[src/rtl/dmem_arbiter.sv]
// rtl/dmem_arbiter.sv - round-robin CPU/debug arbiter in front of a single-port data RAM
module dmem_arbiter #(
  parameter int ADDR_W   = 8,
  parameter int DATA_W   = 32,
  parameter int READ_LAT = 1
) (
  input  logic              CLOCK_50,
  input  logic              reset,
  // CPU load/store port
  input  logic              cpu_req,
  input  logic              cpu_we,
  input  logic [ADDR_W-1:0] cpu_addr,
  input  logic [DATA_W-1:0] cpu_wdata,
  output logic              cpu_ack,
  output logic [DATA_W-1:0] cpu_rdata,
  output logic              cpu_stall,
  // debug/loader port
  input  logic              dbg_req,
  input  logic              dbg_we,
  input  logic [ADDR_W-1:0] dbg_addr,
  input  logic [DATA_W-1:0] dbg_wdata,
  output logic              dbg_ack,
  output logic [DATA_W-1:0] dbg_rdata,
  // RAM side
  output logic [ADDR_W-1:0] ram_addr,
  output logic [DATA_W-1:0] ram_data,
  output logic              ram_wren,
  input  logic [DATA_W-1:0] ram_q,
  // status
  output logic              owner,
  output logic              busy
);

  typedef enum logic [1:0] {
    S_IDLE  = 2'd0,
    S_ISSUE = 2'd1,
    S_WAIT  = 2'd2,
    S_ACK   = 2'd3
  } state_t;

  localparam int CNT_W = (READ_LAT > 1) ? $clog2(READ_LAT) : 1;
  localparam logic [CNT_W-1:0] LAST_CNT = CNT_W'(READ_LAT - 1);

  // owner / last_grant encoding: 0 = CPU, 1 = debug
  state_t              state_q, state_d;
  logic                last_grant_q, last_grant_d;
  logic                owner_q, owner_d;
  logic                we_q, we_d;
  logic [CNT_W-1:0]    cnt_q, cnt_d;
  logic [ADDR_W-1:0]   ram_addr_q, ram_addr_d;
  logic [DATA_W-1:0]   ram_data_q, ram_data_d;
  logic                ram_wren_q, ram_wren_d;
  logic                cpu_ack_q, cpu_ack_d;
  logic                dbg_ack_q, dbg_ack_d;
  logic [DATA_W-1:0]   cpu_rdata_q, cpu_rdata_d;
  logic [DATA_W-1:0]   dbg_rdata_q, dbg_rdata_d;
  logic                busy_q, busy_d;

  // Winner selection: a lone requester wins; on a tie the side that did
  // not get the previous grant wins, which makes grants alternate.
  logic                grant_dbg;
  logic                sel_we;
  logic [ADDR_W-1:0]   sel_addr;
  logic [DATA_W-1:0]   sel_wdata;

  assign grant_dbg = dbg_req & (~cpu_req | ~last_grant_q);
  assign sel_we    = grant_dbg ? dbg_we    : cpu_we;
  assign sel_addr  = grant_dbg ? dbg_addr  : cpu_addr;
  assign sel_wdata = grant_dbg ? dbg_wdata : cpu_wdata;

  // Next-state and next-output computation for the transaction FSM
  always_comb begin
    state_d      = state_q;
    last_grant_d = last_grant_q;
    owner_d      = owner_q;
    we_d         = we_q;
    cnt_d        = cnt_q;
    ram_addr_d   = ram_addr_q;
    ram_data_d   = ram_data_q;
    ram_wren_d   = 1'b0;
    cpu_ack_d    = 1'b0;
    dbg_ack_d    = 1'b0;
    cpu_rdata_d  = cpu_rdata_q;
    dbg_rdata_d  = dbg_rdata_q;

    case (state_q)
      S_IDLE: begin
        if (cpu_req | dbg_req) begin
          // The RAM-facing registers double as the latched request so the
          // address reaches the RAM in the very next cycle.
          state_d      = S_ISSUE;
          owner_d      = grant_dbg;
          last_grant_d = grant_dbg;
          we_d         = sel_we;
          ram_addr_d   = sel_addr;
          ram_data_d   = sel_wdata;
          ram_wren_d   = sel_we;
        end
      end

      S_ISSUE: begin
        if (we_q) begin
          state_d   = S_ACK;
          cpu_ack_d = ~owner_q;
          dbg_ack_d = owner_q;
        end else begin
          state_d = S_WAIT;
          cnt_d   = '0;
        end
      end

      S_WAIT: begin
        if (cnt_q == LAST_CNT) begin
          // ram_q becomes valid exactly on the last wait cycle
          state_d = S_ACK;
          if (owner_q) begin
            dbg_rdata_d = ram_q;
            dbg_ack_d   = 1'b1;
          end else begin
            cpu_rdata_d = ram_q;
            cpu_ack_d   = 1'b1;
          end
        end else begin
          cnt_d = cnt_q + CNT_W'(1);
        end
      end

      S_ACK: begin
        state_d = S_IDLE;
      end

      default: begin
        state_d = S_IDLE;
      end
    endcase

    busy_d = (state_d != S_IDLE);
  end

  // State and registered outputs; reset aborts any transaction in flight
  always_ff @(posedge CLOCK_50) begin
    if (reset) begin
      state_q      <= S_IDLE;
      last_grant_q <= 1'b1;
      owner_q      <= 1'b0;
      we_q         <= 1'b0;
      cnt_q        <= '0;
      ram_addr_q   <= '0;
      ram_data_q   <= '0;
      ram_wren_q   <= 1'b0;
      cpu_ack_q    <= 1'b0;
      dbg_ack_q    <= 1'b0;
      cpu_rdata_q  <= '0;
      dbg_rdata_q  <= '0;
      busy_q       <= 1'b0;
    end else begin
      state_q      <= state_d;
      last_grant_q <= last_grant_d;
      owner_q      <= owner_d;
      we_q         <= we_d;
      cnt_q        <= cnt_d;
      ram_addr_q   <= ram_addr_d;
      ram_data_q   <= ram_data_d;
      ram_wren_q   <= ram_wren_d;
      cpu_ack_q    <= cpu_ack_d;
      dbg_ack_q    <= dbg_ack_d;
      cpu_rdata_q  <= cpu_rdata_d;
      dbg_rdata_q  <= dbg_rdata_d;
      busy_q       <= busy_d;
    end
  end

  assign cpu_ack   = cpu_ack_q;
  assign cpu_rdata = cpu_rdata_q;
  assign dbg_ack   = dbg_ack_q;
  assign dbg_rdata = dbg_rdata_q;
  assign ram_addr  = ram_addr_q;
  assign ram_data  = ram_data_q;
  assign ram_wren  = ram_wren_q;
  assign owner     = owner_q;
  assign busy      = busy_q;

  // The PC freezes for as long as a CPU access is outstanding
  assign cpu_stall = cpu_req & ~cpu_ack_q;

endmodule
[config.mk]
export PLATFORM = sky130hd
export DESIGN_NAME = dmem_arbiter
export DESIGN_NICKNAME = d
export VERILOG_FILES = /design/src/rtl/dmem_arbiter.sv
export SDC_FILE = /design/constraint.sdc
export NUM_CORES = 1
export LEC_CHECK = 0
export CORE_MARGIN = 1
export CORE_UTILIZATION = 35
export CTS_BUF_LIST = sky130_fd_sc_hd__clkbuf_2 sky130_fd_sc_hd__clkbuf_4 sky130_fd_sc_hd__clkbuf_8
export CTS_CLUSTER_SIZE = 14
export DETAILED_ROUTE_END_ITERATION = 6
export HOLD_SLACK_MARGIN = 0.08
export PLACE_DENSITY_LB_ADDON = 0.2
export SLEW_MARGIN = 15
export SYNTH_ARGS = -nofsm -noshare
export SYNTH_HDL_FRONTEND = slang
export SYNTH_SLANG_ARGS = --single-unit
[constraint.sdc]
create_clock -name CLOCK_50 -period 1.9 [get_ports CLOCK_50]
set_input_delay 0.285 -clock CLOCK_50 [delete_from_list [all_inputs] [get_ports CLOCK_50]]
set_output_delay 0.285 -clock CLOCK_50 [all_outputs]
set_load 0.03 [all_outputs]
### Word level (Yosys, flattened, before mapping)

Index checks and enable logic that the tools add are counted.

* $add $sub $neg: 1
* equality and inequality tests: 4
* mux-type cells: 18
* bitwise operators: 11
* reduce and logical (&&, ||, !) cells: 8

Operator list (number)
* two-way mux 32 bit: 1
* two-way mux 1 bit: 10
* two-way mux 8 bit: 1
* one-hot mux 2 bit (4 select lines): 1
* NOT 1 bit: 7
* one-hot mux 1 bit (2 select lines): 3
* AND reduction 3 bit: 2
* == test 2 bit, second input constant: 2
* two-way mux 2 bit: 2
* AND reduction 2 bit: 2
* nonzero test 2 bit: 2
* OR reduction 3 bit: 1
* bitwise AND 1 bit: 2
* == test 2 x 1 -> 1 bit, second input constant: 1
* logical NOT 2 bit: 1
* != test 2 bit, second input constant: 1
* bitwise OR 1 bit: 2
* adder 1 bit, second input constant: 1

* register bits: 114
* input bits: 118
* output and inout port bits: 110
* logic and storage cells: 55

### Depth between registers and ports, before layout

* word-level depth: 4
* gate-level depth with buffers: 7
* gate-level depth less buffers: 5

### Worst setup path after synthesis

OpenSTA, ideal clock, no wires.

* path type: reg-to-reg
* start point: register state_q[0]
* end point: register ram_data_q[10] (netlist: ram_data[10])
* library setup time: 0.081 ns
* arrival time: 1.273 ns
* data required time: 1.819 ns
* setup slack: 0.545 ns
* cell stages (with the launch flop): 8
* path buffers: 2
* clock period less this slack: 1.355 ns
* cells stage by stage: dfxtp_1 inv_1 ha_1 o21a_1 buf_2 buf_2 nor2_1 a211oi_2

* longest elaborated chain between the ends: 2

RTL lines
* from (decl): RTL line 45 `state_t state_q, state_d;`
* from (signal assigned): RTL line 157 `state_q <= state_d;`
* logical NOT 2 bit: RTL line 86 `case (state_q)`
* AND reduction 2 bit (no source line)
* to (signal assigned): RTL line 163 `ram_data_q <= ram_data_d;`
* to (decl): RTL line 51 `logic [DATA_W-1:0] ram_data_q, ram_data_d;`

Every way passes these cells.
A chain may end at the register's enable or synchronous reset.

### Worst setup path after layout

* start point: register cpu_ack_q (netlist: cpu_ack)
* end point: output cpu_ack

RTL lines
* from (decl): RTL line 53 `logic cpu_ack_q, cpu_ack_d;`
* from (signal assigned): RTL line 165 `cpu_ack_q <= cpu_ack_d;`
* to (decl): RTL line 14 `output logic cpu_ack,`

No word-level cell between the ends.

==> flow_summary_export.csv <==
group,metric,value,unit
status,status,"completed",
floorplanning,core-area,12700,um2
global_route,grt-ovfl-total,0,
pwr,seqPwrFrac,0.325,
final_layout,n_fill_cell,1116,
critical_path,crit_buf_inv,1,
placed_design,detailed_place_hpwl,9.96,mm
clocking,post_cts_buffers,0,
critical_path,worst-path-stages,1,
global_route,grt_pass1_vias,4394,
synth,synth_top_area_cell,"dfxtp_1",
critical_path,crit_required,1620,ps
critical_path,startpoint_type,"register",
timing,max_slew_margin,0.716,
pwr,p_clk_frac,0.208,
critical_path,cp_max_fo,2,
global_route,grt_max_degree,52,
pwr,power.density,1320,nW/um2
critical_path,crit_slowest_cell,"clkdlybuf4s50_1",
floorplanning,die_y,116,um
pwr,irDropWorstVdd,0.614,mV
final_layout,syn2layout_area_growth,61.7,%
timing,setup_tns,0,ps
clocking,clk_path_buf_depth,2,
critical_path,end_kind,"output port",
floorplanning,dieArea,13500,um2
synth,ys_warn_count,0,
critical_path,arrival,1490,ps
routing,drt_iter0_drc,227,
synth,syn_avg_cell_area,8.42,um2
clocking,cts_tree,"done",
timing,finalCritPeriodShare,0.932,
timing,finalSetupViolations,0,
pwr,p_leak,2.70,nW
routing,vias,4535,
timing,grt_setup_unrepaired,"no",
flow_run,maxCapViolations,0,
floorplanning,fp-row-count,41,
synth,ys_seq_elements,113,
placed_design,port_buffers,227,
final_layout,utilization,0.583,
pwr,combPwrFrac,0.467,
synth,synth_top_area_frac,0.495,
timing,drv_slew,0,
timing,period_needed,1770,ps
timing,worstMarginPinSlew,426,ps
timing,skew,6.80,ps
global_route,antenna_found_initial,0,
final_layout,antenna_cells,0,
clocking,cts.sinks,113,
floorplanning,initial_utilization,0.361,
clocking,worst_skew_pair.late_latency,430,ps
global_route,grt_first_pass_wirelength,21.5,mm
final_layout,final_cell_mix,"clkdlybuf4s50_1, nand2_1, dfxtp_1",
synth,synth_area,4570,um2
clocking,clkTransAtPathRegs,70,ps
worst_hold_path,holdPathStages,2,
floorplanning,die_w,116,um
synth,yosys-top-cells-area,"dfxtp_1, nand2_1, a21oi_1",
pwr,internal-power,5.93,mW
clocking,root_buffer,"clkbuf_8",
routing,avgRoutedWirePerCell,14.7,um
final_layout,final_common_cell,"clkdlybuf4s50_1",
synth,synth_fp_nets,665,
final_layout,nets,886,
routing,viasPerCell,4.78,
global_route,grt_usage,0.207,
timing,max_freq,565,MHz
placed_design,place_congestion,0.766,
critical_path,max_stage_delay,710,ps
routing,drc_errors,0,
synth,postSynthCellCount,543,
routing,wl,14.0,mm
routing,drtAntennaViolNets,0,
pwr,p_sw,3.84,mW
clocking,cts_buffers,17,
floorplanning,io-pin-count,228,
critical_path,r2r_cells,6,
synth,ys_seq_area_frac,0.495,
pwr,netSwitchingFraction,0.393,
final_layout,drive_above_1_share,0.131,
critical_path,crit_type,"register to output port",
timing,hold_viol_final,0,
clocking,htree_num_levels,4,
routing,first_pass_iters,4,
worst_hold_path,hold_class,"primary input to register",
critical_path,crit_family,"buffers and inverters",
synth,synth.distinct_cells,29,
critical_path,cp_cell_sequence,"clkdlybuf4s50_1",
[sequential cells by signal (all words and copies together) (netlist names)]
signal and count:
cpu_rdata 32, dbg_rdata 32, ram_data 32, ram_addr 8, state_q 2, busy 1, cpu_ack 1, dbg_ack 1
last_grant_q 1, owner 1, ram_wren 1, we_q 1
[power by group through the flow]
stage                     logic, mW  registers [mW]  clock network, mW
final                          4.56            3.18               2.03
after detailed placement       4.60            3.23                  0
after global placement         4.49            3.21                  0
after CTS                      4.60            3.18               2.10
after floorplan                1.90            4.16                  0
after global routing           4.90            3.23               2.19
[final timing paths]
kind	startpoint	to	slack [ps]
max	cpu_ack	cpu_ack	130
min	reset	cpu_rdata[14]	290
max reg2reg	state_q[0]	ram_addr[6]	360
min reg2reg	cpu_rdata[15]	cpu_rdata[15]	450
[per-stage QoR]
step / instance area (um2) / hold WS (ps) / setup slack (ps) / instances / total power, mW
final: 7390 / 290 / 129 / 949 / 9.77
after detailed placement: 7030 / 445 / 43.8 / 917 / 7.82
after CTS: 7390 / 267 / 84.2 / 949 / 9.88
after global placement: 7030 / 442 / 111 / 917 / 7.70
after global routing: 7390 / 285 / 57.9 / 949 / 10.3
after floorplan: 4570 / 376 / 545 / 543 / 6.06
[area by class of cell]
type                    count  area (um2)  area share
clock inverters             5        27.5     0.00373
clock buffers              27         334      0.0452
inverters                   3        11.3     0.00152
well taps                 172         215      0.0291
multi-input cells         383        2060       0.278
flip-flops and latches    113        2260       0.306
repair buffers            246        2480       0.336
[Yosys cell counts]
master / number
nand2_1: 170
dfxtp_1: 113
a21oi_1: 101
nor2_1: 44
a211oi_2: 39
clkbuf_1: 17
buf_2: 15
buf_6: 9
a21oi_2: 5
ha_1: 4
buf_1: 3
inv_1: 3
nor2b_1: 3
a211oi_1: 2
a21bo_2: 1
a21boi_4: 1
a21o_1: 1
a22oi_1: 1
a31oi_1: 1
and2_1: 1
and3_1: 1
mux2i_1: 1
nand2b_1: 1
nor3_1: 1
o21a_1: 1
o21ai_0: 1
o21ai_2: 1
or2_2: 1
or4b_1: 1
[cells by family (layout without fill, tap and decap cells)]
| logic type | Yosys count | after routing | synth area share |
|---|---|---|---|
| adders and majority gates | 4 | 4 | 0.0110 |
| buffers and inverters | 47 | 281 | 0.0575 |
| DFF | 113 | 113 | 0.495 |
| and+or+nand+nor | 223 | 223 | 0.189 |
| AOI/OAI and AO/OA | 155 | 155 | 0.246 |
| muxes | 1 | 1 | 0.00219 |
[routing by layer]
layer  wire [um]  track usage  up-vias
met1        5600        0.222     2104
met3        1250       0.0752       21
met5           0            0        -
li1            -            -     2247
met2        6840        0.363      163
met4         309       0.0974        0
[repair_timing]
action,CTS,global route
hold buffers,0,0
setup endpoints to repair,1,0
resized for setup,1,0
Power figures use the tool's default switching activity.
